<file path="config.mk">
export PLATFORM = sky130hd
export DESIGN_NAME = ram64_arbiter
export DESIGN_NICKNAME = d
export VERILOG_FILES = /design/src/rtl/ram64_arbiter.sv
export SDC_FILE = /design/constraint.sdc
export NUM_CORES = 1
export LEC_CHECK = 0
export BUFFER_PORTS_ARGS = -buffer_cell sky130_fd_sc_hd__buf_4
export CORE_MARGIN = 10
export CORE_UTILIZATION = 42
export CTS_CLUSTER_SIZE = 28
export DETAILED_ROUTE_END_ITERATION = 16
export PLACE_DENSITY = 0.79
export SETUP_SLACK_MARGIN = 0.2
export SYNTH_ARGS = -nofsm -noshare
export SYNTH_HDL_FRONTEND = slang
export SYNTH_SLANG_ARGS = --single-unit
</file>
<file path="constraint.sdc">
create_clock -name clk -period 2.05 [get_ports clk]
set_input_delay 0.3075 -clock clk [delete_from_list [all_inputs] [get_ports clk]]
set_output_delay 0.3075 -clock clk [all_outputs]
set_load 0.02 [all_outputs]
</file>
<file path="src/rtl/ram64_arbiter.sv">
// ram64_arbiter: round-robin front end sharing one RAM64 between requesters A and B,
// with a zero-fill sweep of the RAM after reset.
module ram64_arbiter #(
    parameter int                DATA_W         = 16,
    parameter int                ADDR_W         = 6,
    parameter bit                CLEAR_ON_RESET = 1'b1,
    parameter logic [DATA_W-1:0] CLEAR_VALUE    = '0
) (
    input  logic              clk,
    input  logic              reset,
    input  logic              a_req,
    input  logic              a_we,
    input  logic [ADDR_W-1:0] a_addr,
    input  logic [DATA_W-1:0] a_wdata,
    output logic              a_gnt,
    output logic              a_rvalid,
    output logic [DATA_W-1:0] a_rdata,
    input  logic              b_req,
    input  logic              b_we,
    input  logic [ADDR_W-1:0] b_addr,
    input  logic [DATA_W-1:0] b_wdata,
    output logic              b_gnt,
    output logic              b_rvalid,
    output logic [DATA_W-1:0] b_rdata,
    output logic [DATA_W-1:0] ram_in,
    output logic [ADDR_W-1:0] ram_addr,
    output logic              ram_load,
    input  logic [DATA_W-1:0] ram_out,
    output logic              busy
);
    typedef enum logic {CLEAR, RUN} state_t;
    state_t            state, state_nx;
    logic [ADDR_W-1:0] clr_addr;
    logic              last_b, a_sel, b_sel;

    always_ff @(posedge clk or posedge reset)
        if (reset) begin
            state    <= CLEAR_ON_RESET ? CLEAR : RUN;
            clr_addr <= '0;
        end else begin
            state    <= state_nx;
            clr_addr <= (state == CLEAR) ? clr_addr + 1'b1 : '0;
        end

    always_comb state_nx = (state == CLEAR && &clr_addr) ? RUN : state;

    // Winner selection ignores reset so the flops never see reset as data; outputs are gated below.
    always_comb begin
        a_sel    = state == RUN && a_req && (!b_req || last_b);
        b_sel    = state == RUN && b_req && !a_sel;
        a_gnt    = a_sel && !reset;
        b_gnt    = b_sel && !reset;
        busy     = reset || state == CLEAR;
        ram_load = !reset && (state == CLEAR || (a_sel && a_we) || (b_sel && b_we));
        ram_addr = state == CLEAR ? clr_addr : a_sel ? a_addr : b_sel ? b_addr : '0;
        ram_in   = state == CLEAR ? CLEAR_VALUE : a_sel ? a_wdata : b_sel ? b_wdata : '0;
    end

    always_ff @(posedge clk or posedge reset)
        if (reset) begin
            last_b   <= 1'b1;
            a_rvalid <= 1'b0;
            b_rvalid <= 1'b0;
            a_rdata  <= '0;
            b_rdata  <= '0;
        end else begin
            last_b   <= a_sel ? 1'b0 : b_sel ? 1'b1 : last_b;
            a_rvalid <= a_sel && !a_we;
            b_rvalid <= b_sel && !b_we;
            if (a_sel && !a_we) a_rdata <= ram_out;
            if (b_sel && !b_we) b_rdata <= ram_out;
        end
endmodule

</file>
; Yosys cells after proc, flatten, opt, wreduce, memory -nomap -nowiden
; Cells that the tools add are included.
[word_totals]
input_bits = 66
register_bits = 42
out_inout_bits = 60
[classes]
muxes = 9
bitwise_logic = 1
n_reduce_logical = 23
n_addsub = 1
[op_table]
columns = operator, n
row1 = 2-to-1 mux 16 bit, 3
row2 = 2-to-1 mux 6 bit, 4
row3 = logical AND 1 bit, 12
row4 = "adder 6 x 1 -> 6 bit, second input constant", 1
row5 = AND reduction 6 bit, 1
row6 = zero test 1 bit, 5
row7 = logical OR 1 bit, 4
row8 = 2-to-1 mux 1 bit, 2
row9 = nonzero test 2 bit, 1
row10 = NOT 1 bit, 1

; Longest topological paths before layout
; Gate-level depths: netlist of run 1.
[depth]
ltp_word = 8
depth_mapped = 5
depth_no_buf = 4

; Worst setup path after synthesis of run 1
; No wires, ideal clock.
[synth_path]
path_kind = input port to output port
from = in reset
to = out b_gnt
t_arrival_ns = 1.571
slack_ns = 0.172
required_time_ns = 1.742
path_buffers = 0
path_stages = 2
cell_sequence = inv_1 -> and2_1
[synth_between]
elab_chain_cells = 2
[synth_rtl]
columns = element, line_no
row1 = start: declaration, 10  ; input logic reset,
row2 = zero test 1 bit (no line), --
row3 = logical AND 1 bit, 52  ; b_gnt = b_sel && !reset;
row4 = end: declaration, 22  ; output logic b_gnt,
; Every way passes these cells.

; Worst setup path after layout of run 1
[layout_path]
from = reg last_b
to = out ram_addr[3]
[layout_between]
elab_chain_cells = 7
[layout_rtl]
columns = element, line_no
row1 = start: declaration, 34  ; logic last_b, a_sel, b_sel;
row2 = start signal: assignment, 67  ; last_b <= a_sel ? 1'b0 : b_sel ? 1'b1 : last_b;
row3 = logical OR 1 bit (*), 49  ; a_sel = state == RUN && a_req && (!b_req || last_b);
row4 = logical AND 1 bit (*), 49
row5 = zero test 1 bit, 50  ; b_sel = state == RUN && b_req && !a_sel;
row6 = logical AND 1 bit, 50
row7 = 2-to-1 mux 6 bit, 55  ; ram_addr = state == CLEAR ? clr_addr : a_sel ? a_addr : b_sel ? b_addr : '0;
row8 = 2-to-1 mux 6 bit (*) (2 in series), 55
row9 = end: declaration, 26  ; output logic [ADDR_W-1:0] ram_addr,
; Every way passes the cells marked *; elsewhere a longest branch is shown, timed or not.

==> results.md, run 1 <==
- Status: complete, no violations
- Ys async rst share: 1.00
- PortBufs: 125
- CTS clk-pin slew, worst paths: 80 ps
- Worst R2R Start: last_b
- Clk buf depth: 2
- Initial Util: 0.445
- Area after DPL: 0.00304 mm²
- Die height: 88.9 µm
- Routed via count: 1,807
- Critical path arrival: 1620 ps
- FP Rows: 24
- Post-synth cell types: 32
- Most common cell after layout, fill and taps aside: buf_4
- Leading area contributor after synthesis: dfrtp_1
- Clk_skew: 5.36 ps
- Worst setup margin: 119 ps
- Worst r2r path cells: 7
- Min-Delay Path Depth: 2
- Least-Margin Pin Slew: 493 ps
- Max-Cap Viols: 0
- Critical Path Start Type: register
- PD cells: 457 mW/mm²
- Sink Count: 42
- WS Path Type: reg2out
- Slew Limit Fails: 0
- Main area contributors after synthesis: dfrtp_1 (52%), mux2_2 (7.9%), a22o_1 (7.5%), mux2_4 (6.8%), mux2_1 (5.1%)
- Core ar.: 0.00447 mm²
- Non-Filler Instances: 348
- DRC viols: 0
- Primary FF master, synth: dfrtp_1
- Place WS: -258 ps
- # setup viols final: 0
- Crit path largest cell delay: 540 ps
- Cells after Synth: 148
- HP Start: ram_out[13]
- CP Capture Type: primary output
- Flop and latch count out of synthesis: 42
- Layout cells sized above 1: 0.639
- Slew HR: 0.671
- Post-Route WL: 7160 µm
- FMAX: 0.518 GHz
- Clock buffer count from CTS: 5
- CP Cell Sequence: buf_6 > a21oi_4 > buf_12 > a221o_1 > buf_6
- 1st-iter DRT viols: 58
- CP required: 1740 ps
- GP Congestion: 0.765
- Most frequent CP cell: buf_6
- CP startpoint: last_b
- R2R Setup Slk: 260 ps
- Most frequent cells in the layout: buf_4 (127), dfrtp_1 (41), a22o_1 (17)
- First-pass GRT wire length: 10,600 µm
- Synth warnings: 0
- Avg WL per Cell: 20.6 µm
- GRT Util Overall: 0.173
- # IOs: 126
- Initial antenna violation count: 0
- Die area: 0.00790 mm²
- RSZ-0062 raised after global routing: yes
- Area fraction of the dominant cell type after synthesis: 0.515
- Endpoints failing hold: 0
- Peak supply drop: 0.000409 V
- HP Class: in2reg
- ANT cells: 0
- Gr ovfl total: 0
- Vias in the first global route: 1,946
- Layout Cell Area excl Fill: 0.00336 mm²
- CTS HTree Levels: 2
- Placed cell count: 329
- Worst reg2reg endpoint: a_rdata[12]
- Sequential area share after synthesis: 0.528
- CTS tree: yes
- Syn nets: 215
- Leakage: 0.00178 µW
- HPWL after DPL: 5260 µm
- Fin crit share: 0.942
- Routed vias/inst: 5.19
- Synthesized area: 0.00199 mm²
- CP max-delay cell: dfstp_2
- Largest net degree at the start of global routing: 42
- Antenna-violating nets left: 0
- Chip width: 88.9 µm
- Post-synth EDFFs: 0
- Critical Path Fanout Max: 11
- Clk root buf: clkbuf_8
- Final nets: 362
- Layout area overhead: 68.7%
- Clk Latency, worst-skew pair: 290 ps
- Hold EP: a_rdata[13]
- Fin crit period: 1930 ps
- TritonRoute pass-1 iters: 4
- Syn Area/Cell: 13.5 µm²
==> area by class of cell <==
class	instances	area, µm²
timing repair buffer	148	1230
fill	304	1110
sequential	42	1050
multi-input combinational	97	915
clock buffer	7	86.3
tap	52	65.1
clock inverter	1	8.76
inverter	1	7.51
==> metrics by stage <==
| stage | power (µW) | hold slack [ps] | TNS (ps) | util |
|---|---|---|---|---|
| after global placement | 983 | 210 | -2250 | 0.679 |
| after CTS | 1540 | 235 | 0 | 0.746 |
| after floorplan | 866 | 306 | 0 | - |
| after detailed placement | 985 | 213 | -3160 | 0.679 |
| final | 1540 | 232 | 0 | 0.751 |
| after global routing | 1610 | 222 | 0 | 0.751 |
==> worst max-delay path, delay by kind of cell, from the launching register on <==
| family | cells | cell delay (ps) |
|---|---|---|
| AO/OA/AOI/OAI | 2 | 390 |
| buffers and inverters | 3 | 390 |
| flip-flops | 1 | 540 |
==> sequential cells by signal (all words and copies together) (netlist names) <==
signal and cells:
a_rdata 16, b_rdata 16, clr_addr 6, a_rvalid 1, b_rvalid 1, last_b 1, state 1
==> synth_stat cells (2+ instances only) <==
master	number
mux2_2	14
a221o_1	4
a31oi_1	2
mux2_4	9
o21bai_1	2
nand2_1	5
nand3_1	8
dfrtp_1	41
clkbuf_1	3
nor2b_1	5
mux2_1	9
xor2_1	2
a22o_1	17
and2_1	2
nor2_1	6
buf_2	2
buf_6	2
==> worst max path at each step <==
stage | endpoint | slack [ps] | depth (start not counted)
3_3_place_gp | ram_in[7] | -200 | 5
5_1_grt | ram_addr[3] | 60 | 5
4_1_cts | ram_in[9] | 150 | 6
3_5_place_dp | ram_in[8] | -260 | 5
2_1_floorplan | ram_in[10] | 420 | 4
6_report | ram_addr[3] | 120 | 5
==> routing by layer <==
layer	track usage	vias to the layer above	wire [µm]
met3	0.0616	10	662
li1	-	844	-
met5	0	-	0
met1	0.192	871	2590
met4	0.0426	0	112
met2	0.307	82	3790
==> where the power goes <==
part | total (µW) | switching (µW) | internal (µW)
Sequential | 828 | 0 | 828
Combinational | 149 | 58.0 | 91.2
Clock | 560 | 282 | 278
Total | 1540 | 340 | 1200
==> repair_timing <==
action                                  4_1_cts  5_1_grt
hold buffers                                  1        0
gates resized for setup                      21        7
pin swaps                                     5        6
endpoints found under the setup margin       22       25
setup buffers                                 9        0
hold endpoints to repair                      1        0
gates cloned                                  1        0
==> cell families (layout without fill, tap and decap cells) <==
group,Yosys count,in the layout,synth area share
AO/OA/AOI/OAI,27,27,0.115
AND/OR/NAND/NOR,34,34,0.106
adder cells (fa/ha/maj),1,1,0.00628
XOR/XNOR,3,3,0.0132
multiplexers,32,32,0.198
flip-flops,42,42,0.528
buffers and inverters,9,157,0.0339
Power figures use the tool's default switching activity.
==> inputs of run 2 (changes only) <==
==> constraint.sdc (replaced) <==
create_clock -name clk -period 2.1 [get_ports clk]
set_input_delay 0.315 -clock clk [delete_from_list [all_inputs] [get_ports clk]]
set_output_delay 0.315 -clock clk [all_outputs]
set_load 0.02 [all_outputs]
==> results.md, run 2 (synthesized netlist as in run 1, its figures left out) <==
- Status: complete, no violations (unchanged)
- Routed via count: 1,725 (was 1,807)
- CP required: 1780 ps (was 1740 ps)
- Clk root buf: clkbuf_8 (unchanged)
- Antenna-violating nets left: 0 (unchanged)
- FMAX: 0.520 GHz
- RSZ-0062 raised after global routing: yes (unchanged)
- Util after Layout: 0.714 (was 0.751)
- Min-Delay Path Depth: 2 (unchanged)
- Layout cells sized above 1: 0.618 (was 0.639)
- CTS tree: yes (unchanged)
- Top flop regs: a_rdata: 16 flops, b_rdata: 16 flops, clr_addr: 6 flops (unchanged)
- Layout Cell Area excl Fill: 0.00319 mm² (was 0.00336 mm²)
- Peak supply drop: 0.000401 V (was 0.000409 V)
- Fin crit share: 0.916
- Total chip power: 1480 µW (was 1540 µW)
- DRC viols: 0 (unchanged)
- Slew HR: 0.696 (was 0.671)
- Vias in the first global route: 1,853 (was 1,946)
- Layout area overhead: 60.3% (was 68.7%)
- Clock buffer count from CTS: 5 (unchanged)
- Area after DPL: 0.00299 mm² (was 0.00304 mm²)
- CP Capture Type: primary output (unchanged)
- Final nets: 354 (was 362)
- # IOs: 126 (unchanged)
- Post-Route WL: 6700 µm (was 7160 µm)
- PD cells: 465 mW/mm² (was 457 mW/mm²)
- Routed vias/inst: 5.07 (was 5.19)
- Sw Share: 0.237 (was 0.221)
- FP Rows: 24 (unchanged)
- GRT Util Overall: 0.163 (was 0.173)
- HP Start: ram_out[1] (was ram_out[13])
- Initial Util: 0.445 (unchanged)
- Least-Margin Pin Slew: 456 ps (was 493 ps)
- Slew Limit Fails: 0 (unchanged)
- Worst R2R Start: state (was last_b)
- Chip width: 88.9 µm (unchanged)
- Fin crit period: 1920 ps
- Sequential power share: 0.545 (was 0.539)
- First-pass GRT wire length: 9870 µm (was 10,600 µm)
- Initial antenna violation count: 0 (unchanged)
- Clk_skew: 10.2 ps (was 5.36 ps)
- Largest net degree at the start of global routing: 38 (was 42)
- Hold EP: a_rdata[1] (was a_rdata[13])
- 1st-iter DRT viols: 114 (was 58)
- HP Class: in2reg (unchanged)
- PortBufs: 125 (unchanged)
- Most frequent cells in the layout: buf_4 (129), dfrtp_1 (41), a22o_1 (17) (was buf_4 (127), dfrtp_1 (41), a22o_1 (17))
- ANT cells: 0 (unchanged)
- Clock power frac: 0.362 (was 0.364)
- HPWL after DPL: 5270 µm (was 5260 µm)
- Max-Cap Viols: 0 (unchanged)
- Clk Latency, worst-skew pair: 300 ps (was 290 ps)
- TritonRoute pass-1 iters: 4 (unchanged)
- Sink Count: 42 (unchanged)
- Core ar.: 0.00447 mm² (unchanged)
- Sw Pwr: 351 µW (was 340 µW)
- Critical path arrival: 1610 ps (was 1620 ps)
- Die area: 0.00790 mm² (unchanged)
- Filler cell count: 318 (was 304)
- Clk buf depth: 2 (unchanged)
- Endpoints failing hold: 0 (unchanged)
- Critical Path Start Type: register (unchanged)
- # setup viols final: 0 (unchanged)
- GP Congestion: 0.802 (was 0.765)
- Internal power: 1130 µW (was 1200 µW)
- Worst reg2reg endpoint: a_rdata[9] (was a_rdata[12])
- Leakage: 0.00170 µW (was 0.00178 µW)
- R2R Setup Slk: 450 ps (was 260 ps)
- Logic pwr share: 0.094 (was 0.097)
- Critical Path Fanout Max: 6 (was 11)
- CTS HTree Levels: 2 (unchanged)
- Worst r2r path cells: 5 (was 7)
- Die height: 88.9 µm (unchanged)
- Gr ovfl total: 0 (unchanged)
- TNS Setup: 0 ps (unchanged)
- Most common cell after layout, fill and taps aside: buf_4 (unchanged)
- WS Path Type: reg2out (unchanged)
- Avg WL per Cell: 19.7 µm (was 20.6 µm)
- CTS clk-pin slew, worst paths: 90 ps (was 80 ps)
-- run 2: cell count changes in the layout (fill, tap and decap cells not counted), moves of 2 or more --
cell        before  now
buf_6           16    8
buf_12           2    0
buf_4          127  129
clkinvlp_4       1    3
nand3_1          6    8
nand3_2          2    0
-- run 2: layout make-up --
class / instances / area [µm²] / share of cell area
Timing Repair Buffer: 139 / 1070 / 0.336
Sequential cell: 42 / 1050 / 0.330
Multi-Input combinational cell: 98 / 902 / 0.283
Clock buffer: 5 / 68.8 / 0.0216
Tap cell: 52 / 65.1 / 0.0204
Clock inverter: 3 / 23.8 / 0.00745
Inverter: 1 / 7.51 / 0.00235
-- run 2: worst max path at each step --
stage,from,end,slack [ps]
after detailed placement,last_b,ram_addr[3],-230
after floorplan,reset,b_gnt,210
after global routing,last_b,ram_addr[4],130
final,last_b,ram_addr[3],180
after global placement,last_b,ram_addr[1],-160
after CTS,last_b,ram_addr[3],170
-- run 2: stage by stage --
stage | setup slack, ps | hold slack (ps) | cells
2_1_floorplan | 207 | 438 | 148
3_3_place_gp | -162 | 283 | 325
3_5_place_dp | -232 | 293 | 325
4_1_cts | 167 | 229 | 339
5_1_grt | 130 | 225 | 340
6_report | 175 | 235 | 340
-- run 2: critical path, cell delays in order (launching register included) --
cell,delay [ps]
dfstp_2,570
buf_6,120
a21oi_4,60
buf_6,130
a221o_1,300
buf_6,140
-- run 2: power by group through the flow --
| stage | combinational, µW | clock [µW] | sequential (µW) |
|---|---|---|---|
| after detailed placement | 134 | 0 | 824 |
| after global routing | 150 | 595 | 808 |
| after global placement | 133 | 0 | 824 |
| after CTS | 138 | 556 | 808 |
| final | 139 | 537 | 808 |
| after floorplan | 20.5 | 0 | 824 |
-- run 2: repair_timing --
action	in CTS	in global routing
hold endpoints to repair	5	0
gates cloned	3	0
hold buffers	1	0
pin swaps	1	4
gates resized for setup	14	1
buffers inserted	2	1
setup endpoints to repair	22	20
-- run 2: metal layers --
layer / up-vias / part of all wire / global-route usage
li1: 829 / - / -
met1: 813 / 0.37 / 0.177
met2: 75 / 0.52 / 0.285
met3: 8 / 0.096 / 0.0653
met4: 0 / 0.013 / 0.0470
met5: - / 0 / 0
